## src/rtl/seg7_result_scanner_pkg.sv

```systemverilog
// Shared constants for the 7-segment result display path.
// Blank levels and the active-low hex segment table {g,f,e,d,c,b,a}.
package seg7_result_scanner_pkg;

    localparam logic [7:0] AN_OFF  = 8'hFF;
    localparam logic [6:0] SEG_OFF = 7'h7F;
    localparam logic       DP_OFF  = 1'b1;

    // Element [n] is the segment pattern for hex digit n.
    localparam logic [15:0][6:0] HEX_SEG = {
        7'h0E, 7'h06, 7'h21, 7'h46,   // F E d C
        7'h03, 7'h08, 7'h10, 7'h00,   // b A 9 8
        7'h78, 7'h02, 7'h12, 7'h19,   // 7 6 5 4
        7'h30, 7'h24, 7'h79, 7'h40    // 3 2 1 0
    };

endpackage

```

## src/rtl/seg7_result_scanner_hex_to_seg7.sv

```systemverilog
// Hex nibble to active-low 7-segment pattern.
// Purely combinational; shared with other display stages.
module hex_to_seg7
    import seg7_result_scanner_pkg::*;
(
    input  logic [3:0] nib,
    output logic [6:0] seg
);

    assign seg = HEX_SEG[nib];

endmodule

```

## src/rtl/seg7_result_scanner.sv

```systemverilog
// Captures the CPU result word and flags and scans them out
// as eight hex digits with flags on the decimal points.
module seg7_result_scanner
    import seg7_result_scanner_pkg::*;
#(
    parameter int REFRESH_DIV = 50000,
    parameter int BLANK_CYC   = 4
) (
    input  logic        Clk,
    input  logic        Rst,
    input  logic [31:0] Data,
    input  logic        ZF,
    input  logic        OF,
    input  logic        Load,
    input  logic        Freeze,
    input  logic        Blank_Lz,
    output logic        Ack,
    output logic [7:0]  AN,
    output logic [6:0]  SEG,
    output logic        DP
);

    localparam int PW = $clog2(REFRESH_DIV);
    localparam logic [PW-1:0] TC = PW'(REFRESH_DIV - 1);
    localparam logic [PW-1:0] BL = PW'(BLANK_CYC);

    logic [31:0]   shadow;
    logic          zf_q;
    logic          of_q;
    logic [PW-1:0] presc;
    logic [2:0]    idx;
    logic          cap;
    logic          tc;
    logic [3:0]    nib;
    logic [6:0]    dec;
    logic          zrun;
    logic          lz_blank;
    logic [7:0]    an_d;
    logic [6:0]    seg_d;
    logic          dp_d;

    assign cap = Load & ~Freeze;
    assign tc  = (presc == TC);
    assign nib = shadow[{idx, 2'b00} +: 4];

    hex_to_seg7 u_dec (
        .nib (nib),
        .seg (dec)
    );

    // Capture the result word and flags; Ack mirrors the capture.
    always_ff @(posedge Clk or negedge Rst) begin
        if (!Rst) begin
            shadow <= '0;
            zf_q   <= 1'b0;
            of_q   <= 1'b0;
            Ack    <= 1'b0;
        end else begin
            Ack <= cap;
            if (cap) begin
                shadow <= Data;
                zf_q   <= ZF;
                of_q   <= OF;
            end
        end
    end

    // Slot prescaler and digit index; index advances on wrap.
    always_ff @(posedge Clk or negedge Rst) begin
        if (!Rst) begin
            presc <= '0;
            idx   <= 3'd0;
        end else if (tc) begin
            presc <= '0;
            idx   <= idx + 3'd1;
        end else begin
            presc <= presc + 1'b1;
        end
    end

    // Detect that the current digit and every higher one are zero.
    always_comb begin
        zrun = 1'b1;
        for (int i = 0; i < 8; i++) begin
            if (3'(i) >= idx && shadow[4*i +: 4] != 4'h0) begin
                zrun = 1'b0;
            end
        end
        lz_blank = Blank_Lz && (idx != 3'd0) && zrun;
    end

    // Next display outputs from the current scan position.
    always_comb begin
        an_d  = AN_OFF;
        seg_d = SEG_OFF;
        dp_d  = DP_OFF;
        if (presc >= BL && !lz_blank) begin
            an_d  = ~(8'b1 << idx);
            seg_d = dec;
            unique case (1'b1)
                idx == 3'd7: dp_d = ~of_q;
                idx == 3'd6: dp_d = ~zf_q;
                default:     dp_d = DP_OFF;
            endcase
        end
    end

    // Register the pins so they change glitch-free once per cycle.
    always_ff @(posedge Clk or negedge Rst) begin
        if (!Rst) begin
            AN  <= AN_OFF;
            SEG <= SEG_OFF;
            DP  <= DP_OFF;
        end else begin
            AN  <= an_d;
            SEG <= seg_d;
            DP  <= dp_d;
        end
    end

endmodule

```

## config.mk

```make
export PLATFORM = sky130hd
export DESIGN_NAME = seg7_result_scanner
export DESIGN_NICKNAME = d
export VERILOG_FILES = /design/src/rtl/seg7_result_scanner_pkg.sv /design/src/rtl/seg7_result_scanner_hex_to_seg7.sv /design/src/rtl/seg7_result_scanner.sv
export SDC_FILE = /design/constraint.sdc
export NUM_CORES = 1
export LEC_CHECK = 0
export CORE_UTILIZATION = 30
export DETAILED_ROUTE_END_ITERATION = 16
export PLACE_DENSITY = 0.52
export REMOVE_ABC_BUFFERS = 1
export SETUP_SLACK_MARGIN = 0.1
export SKIP_CTS_REPAIR_TIMING = 1
export SYNTH_ARGS = -nofsm -noshare
export SYNTH_HDL_FRONTEND = slang
export SYNTH_SLANG_ARGS = --single-unit
```

## constraint.sdc

```tcl
create_clock -name Clk -period 4 [get_ports Clk]
set_clock_uncertainty 0.1 [all_clocks]
set_input_delay 0.4 -clock Clk [delete_from_list [all_inputs] [get_ports Clk]]
set_output_delay 0.4 -clock Clk [all_outputs]
set_load 0.01 [all_outputs]
```

# [After elaboration in Yosys (flattened, before gate mapping)]
# Memory sizes are Yosys's and may differ from the RTL's.
# Index checks and enable logic that the tools add are counted.
[word_totals] regBits=70 romBits=112 out_inout_bits=17 wordCells=67 mem_count=1
[classes] addsub=2 order_cmp=10 n_eq_ne=3 n_shift=2 n_mux=14 n_bitwise=5 reduce_logical=21
[memory_table] name="(name not given)" depth=16 word_bits=7 read_ports=1 rd_clocked_by_memory_dff=0 wr=0 line="seg7_result_scanner_hex_to_seg7.sv:10" source="assign seg = HEX_SEG[nib];"
[op_table] op="$reduce_bool A4 Y1" count=8
[op_table] op="$shiftx A32 B6 Y4" count=1
[op_table] op="$add A16 B1 Y16 const B" count=1
[op_table] op="$eq A16 B16 Y1 const B" count=1
[op_table] op="$ge A16 B3 Y1 const B" count=1
[op_table] op="$mux W16" count=1
[op_table] op="$mux W7" count=2
[op_table] op="$ge A3 B3 Y1 const A" count=4
[op_table] op="$logic_and A1 B1 Y1" count=11
[op_table] op="$mux W1" count=9
[op_table] op="$mux W8" count=1
[op_table] op="$not A8 Y8" count=1
[op_table] op="$shl A1 B3 Y8 const A" count=1
[op_table] op="$eq A3 B3 Y1 const B" count=2
[op_table] op="$ge A1 B3 Y1 const A" count=2
[op_table] op="$ge A2 B3 Y1 const A" count=2
[op_table] op="$lt A4 B5 Y1 const B" count=1
[op_table] op="$add A3 B1 Y3 const B" count=1
[op_table] op="$not A1 Y1" count=3
[op_table] op="$reduce_bool A3 Y1" count=1
[op_table] op="$pmux W1 S2" count=1
[op_table] op="$and A1 B1 Y1" count=1
[op_table] op="$logic_not A1 Y1" count=1

# [Longest topological paths before layout]
[logic_depth] word_depth=14 mapped_depth=9 depth_no_buf=8

# [Hierarchy]
# Synthesis repeated with hierarchy kept, for this count alone.
[unflattened] cells_unflattened=279 hier_area_um2=3450.8
[modules_own_cells] module="seg7_result_scanner" instances=1 cells_each=247 area_per_inst_um2=3175.5 seq_area_each_um2=1771.7
[modules_own_cells] module="hex_to_seg7" instances=1 cells_each=32 area_per_inst_um2=275.3 seq_area_each_um2=0.0

# [Worst setup path after synthesis]
# No wires, ideal clock.
[synth_timing] path_type="reg-to-reg" start="register idx[0]" end="register SEG[3]" setup_time_ns=0.090 arrival_time_ns=2.075 required_time_ns=3.810 path_slack_ns=1.735 path_stages_with_launch=8 n_path_buf=1 period_less_slack_ns=2.265 path_cell_list="dfrtp_1 > buf_6 > mux4_1 > mux2_2 > ha_1 > mux2_1 > nor2_1 > o21ai_1"
[synth_between] elab_chain_cells=14
[synth_lines] element="start, declared" line="seg7_result_scanner.sv:31" source="logic [2:0] idx;"
[synth_lines] element="start signal, assigned" line="seg7_result_scanner.sv:75" source="idx <= idx + 3'd1;"
[synth_lines] element="$ge A1 B3 Y1" line="seg7_result_scanner.sv:85" source="if (3'(i) >= idx && shadow[4*i +: 4] != 4'h0) begin"
[synth_lines] element="$logic_and A1 B1 Y1" line="seg7_result_scanner.sv:85"
[synth_lines] element="$mux W1 (8 in series)" line="seg7_result_scanner.sv:85"
[synth_lines] element="$logic_and A1 B1 Y1" line="seg7_result_scanner.sv:89" source="lz_blank = Blank_Lz && (idx != 3'd0) && zrun;"
[synth_lines] element="$logic_not A1 Y1" line="seg7_result_scanner.sv:97" source="if (presc >= BL && !lz_blank) begin"
[synth_lines] element="$logic_and A1 B1 Y1" line="seg7_result_scanner.sv:97"
[synth_lines] element="$mux W7 (*)" line="seg7_result_scanner.sv:97"
[synth_lines] element="named net seg_d[3]" line="seg7_result_scanner.sv:39" source="logic [6:0] seg_d;"
[synth_lines] element="end signal, assigned" line="seg7_result_scanner.sv:116" source="SEG <= seg_d;"
[synth_lines] element="end, declared" line="seg7_result_scanner.sv:19" source="output logic [6:0] SEG,"
# Mark *: on every way through the listed nets, which the timed path passes. The rest lies on a longest branch. The select of a mux whose other input is x is not followed.
# A chain may end at the register's enable or synchronous reset.

# [Final worst setup path]
# Ends and elaborated chain as after synthesis.

==> flow_metrics.env <==
export IMPL_status="finished, final reports clean"
export IMPL_rsz0062_at_grt="no"
export IMPL_clk_pin_slew_worst_paths_ns=0.06
export IMPL_ys_warn_count=0
export IMPL_path_max_fanout=14
export IMPL_place_hpwl_um=5170
export IMPL_hold_path_class="input pin to async pin"
export IMPL_ff_latch_area_mm2=0.00177
export IMPL_synth_edf_count=0
export IMPL_numCtsBuffers=9
export IMPL_grt_max_degree=39
export IMPL_synth_area_top_cells="dfrtp_1 (39%), dfstp_2 (12%), mux2_2 (12%)"
export IMPL_design_area_mm2=0.00447
export IMPL_synth_top_area_share_pct=39.5
export IMPL_ant_nets=0
export IMPL_port_buffers=55
export IMPL_post_route_drc_count=0
export IMPL_dr_total_vias=2264
export IMPL_fillers=1031
export IMPL_antenna_found_initial=0
export IMPL_synth_ff_type="dfrtp_1"
export IMPL_cap_viol_max_count=0
export IMPL_finalCritPeriodShare_pct=65.7
export IMPL_yosysTopAreaCell="dfrtp_1"
export IMPL_dpl_cell_area_mm2=0.00411
export IMPL_fp_dieH_um=109
export IMPL_htreeDepth=3
export IMPL_tritoncts="yes"
export IMPL_synth_cell_type_count=45
export IMPL_layout_drive_gt1_share_pct=25.2
export IMPL_drv_slew=0
export IMPL_postSynthCellCount=269
export IMPL_first_iter_violations=94
export IMPL_max_slew_worst_pin_slew_ns=0.787
export IMPL_coreArea_mm2=0.0110
export IMPL_drtPass1Iterations=4
export IMPL_synth_async_reset_ratio_pct=100
export IMPL_gp_congestion=0.779
export IMPL_crit_required_ns=4.13
export IMPL_die_w_um=109
export IMPL_finalHoldViolations=0
export IMPL_synthToLayoutAreaGrowth_pct=30.6
export IMPL_yosysMostFrequentCell="dfrtp_1"
export IMPL_synth_area_mm2=0.00342
export IMPL_cp_arrival_ns=2.75
export IMPL_viasPerCell=4.79
export IMPL_grt_pass1_vias=2281
export IMPL_grt_total_usage_pct=13.7
export IMPL_ys_seq_area_share_pct=51.8
export IMPL_total_power_uw=2080
export IMPL_fin_crit_ns=2.63
export IMPL_tns_ns=0
export IMPL_syn_area_per_cell_um2=12.7
export IMPL_peakVddDrop_uv=266
export IMPL_fp_dieArea_mm2=0.0118
export IMPL_synth_seq_cells=70
export IMPL_setup_viol=0
export IMPL_num_antenna_cells=0
export IMPL_routed_wl_um=7150
export IMPL_overflow=0
export IMPL_rows=38
export IMPL_multi_input_area_mm2=0.00156
export IMPL_p_leak_uw=0.00182
export IMPL_grt_pass1_wl_um=12100
export IMPL_cts_sinks=70
export IMPL_synth_common_cells="dfrtp_1 (54), mux2_2 (36), nand2_1 (18), nand3_1 (17), dfstp_2 (16)"
export IMPL_fmax_mhz=381
export IMPL_start_util_pct=31.2
export IMPL_critPathCaptureType="flop"
export IMPL_start_kind="flop"
export IMPL_power_density_mw_per_mm2=465
export IMPL_wl_per_cell_um=15.1
export IMPL_nets=381
export IMPL_pin_count=56
export IMPL_cts_max_path_buffers=2
export IMPL_slew_headroom_pct=47.1
export IMPL_critPathKind="flop to flop"
export IMPL_clockRootBuffer="clkbuf_16"
export IMPL_insertion_delay_ns=0.33
## layer usage
metal	vias to the layer above	GRT usage (%)	part of all wire [%]
met4	0	5.79	1.7
met3	8	3.59	4.6
met1	1114	19.3	50
met2	51	19.8	44
met5	-	0	0
li1	1091	-	-
## through the flow
step,worst slack [ns],instances,utilization [%],hold slack [ns]
CTS,1.37,473,40.7,0.0498
finish,1.37,473,40.7,0.0287
global placement,1.45,457,37.4,0.367
detailed placement,1.41,457,37.4,0.380
floorplan,1.39,259,-,0.00441
global route,1.15,473,40.7,0.0902
## power breakdown
group	total, µW	internal [µW]	switching, µW
Sequential	844	791	52.6
Combinational	266	158	107
Clock	967	672	295
Total	2080	1620	455
## registers in the layout, indices dropped and copies added, names as in the netlist
register / count
AN: 8
Ack: 1
DP: 1
SEG: 7
idx: 3
of_q: 1
presc: 16
shadow: 32
zf_q: 1
## layout by cell type (no fill, tap or decap), types with 6 or more instances in the layout
cell             count
clkbuf_16            9
clkdlybuf4s50_1     54
dfrtp_1             54
dfstp_2             16
ha_1                14
inv_1                8
mux2_2              36
nand2_1             18
nand3_1             17
nor2_1              15
nor4_1              10
xnor2_1              6
xor2_1               9
## cells by family (layout without fill, tap and decap cells)
logic type      after synthesis  after routing  synth area share (%)
simple gates                 76             76                  11.3
flops                        70             70                  51.8
mux                          52             52                  20.4
compound gates               23             23                  4.79
buf+inv                      19             83                  2.81
xor+xnor                     15             15                  3.84
fa+ha+maj                    14             14                  5.12
## critical path, cell delays in order, from the launching register on
cell and delay (ns):
dfrtp_1 0.73, mux4_1 0.63, mux2_2 0.33, ha_1 0.25, mux2_1 0.31, nor2_1 0.10, o21ai_1 0.07
## path summary, 6_finish.rpt
kind                              from         end  slack [ns]  depth (start not counted)
worst max-delay path            idx[0]      SEG[3]        1.37                          6
min in group Clk                  zf_q          DP        0.38                          1
worst max register to register  idx[0]      SEG[3]        1.37                          6
max in group asynchronous          Rst       AN[2]        2.79                          2
worst min register to register    zf_q          DP        0.38                          1
worst min-delay path               Rst  shadow[22]        0.03                          1
## cell type report
cell class	instances	share of cell area [%]
clock buffer	10	5.12
sequential	70	39.7
multi-input combinational	180	34.8
inverter	9	0.756
clock inverter	6	3.00
timing repair buffer	58	12.7
tap	140	3.92
Power figures use the tool's default switching activity.
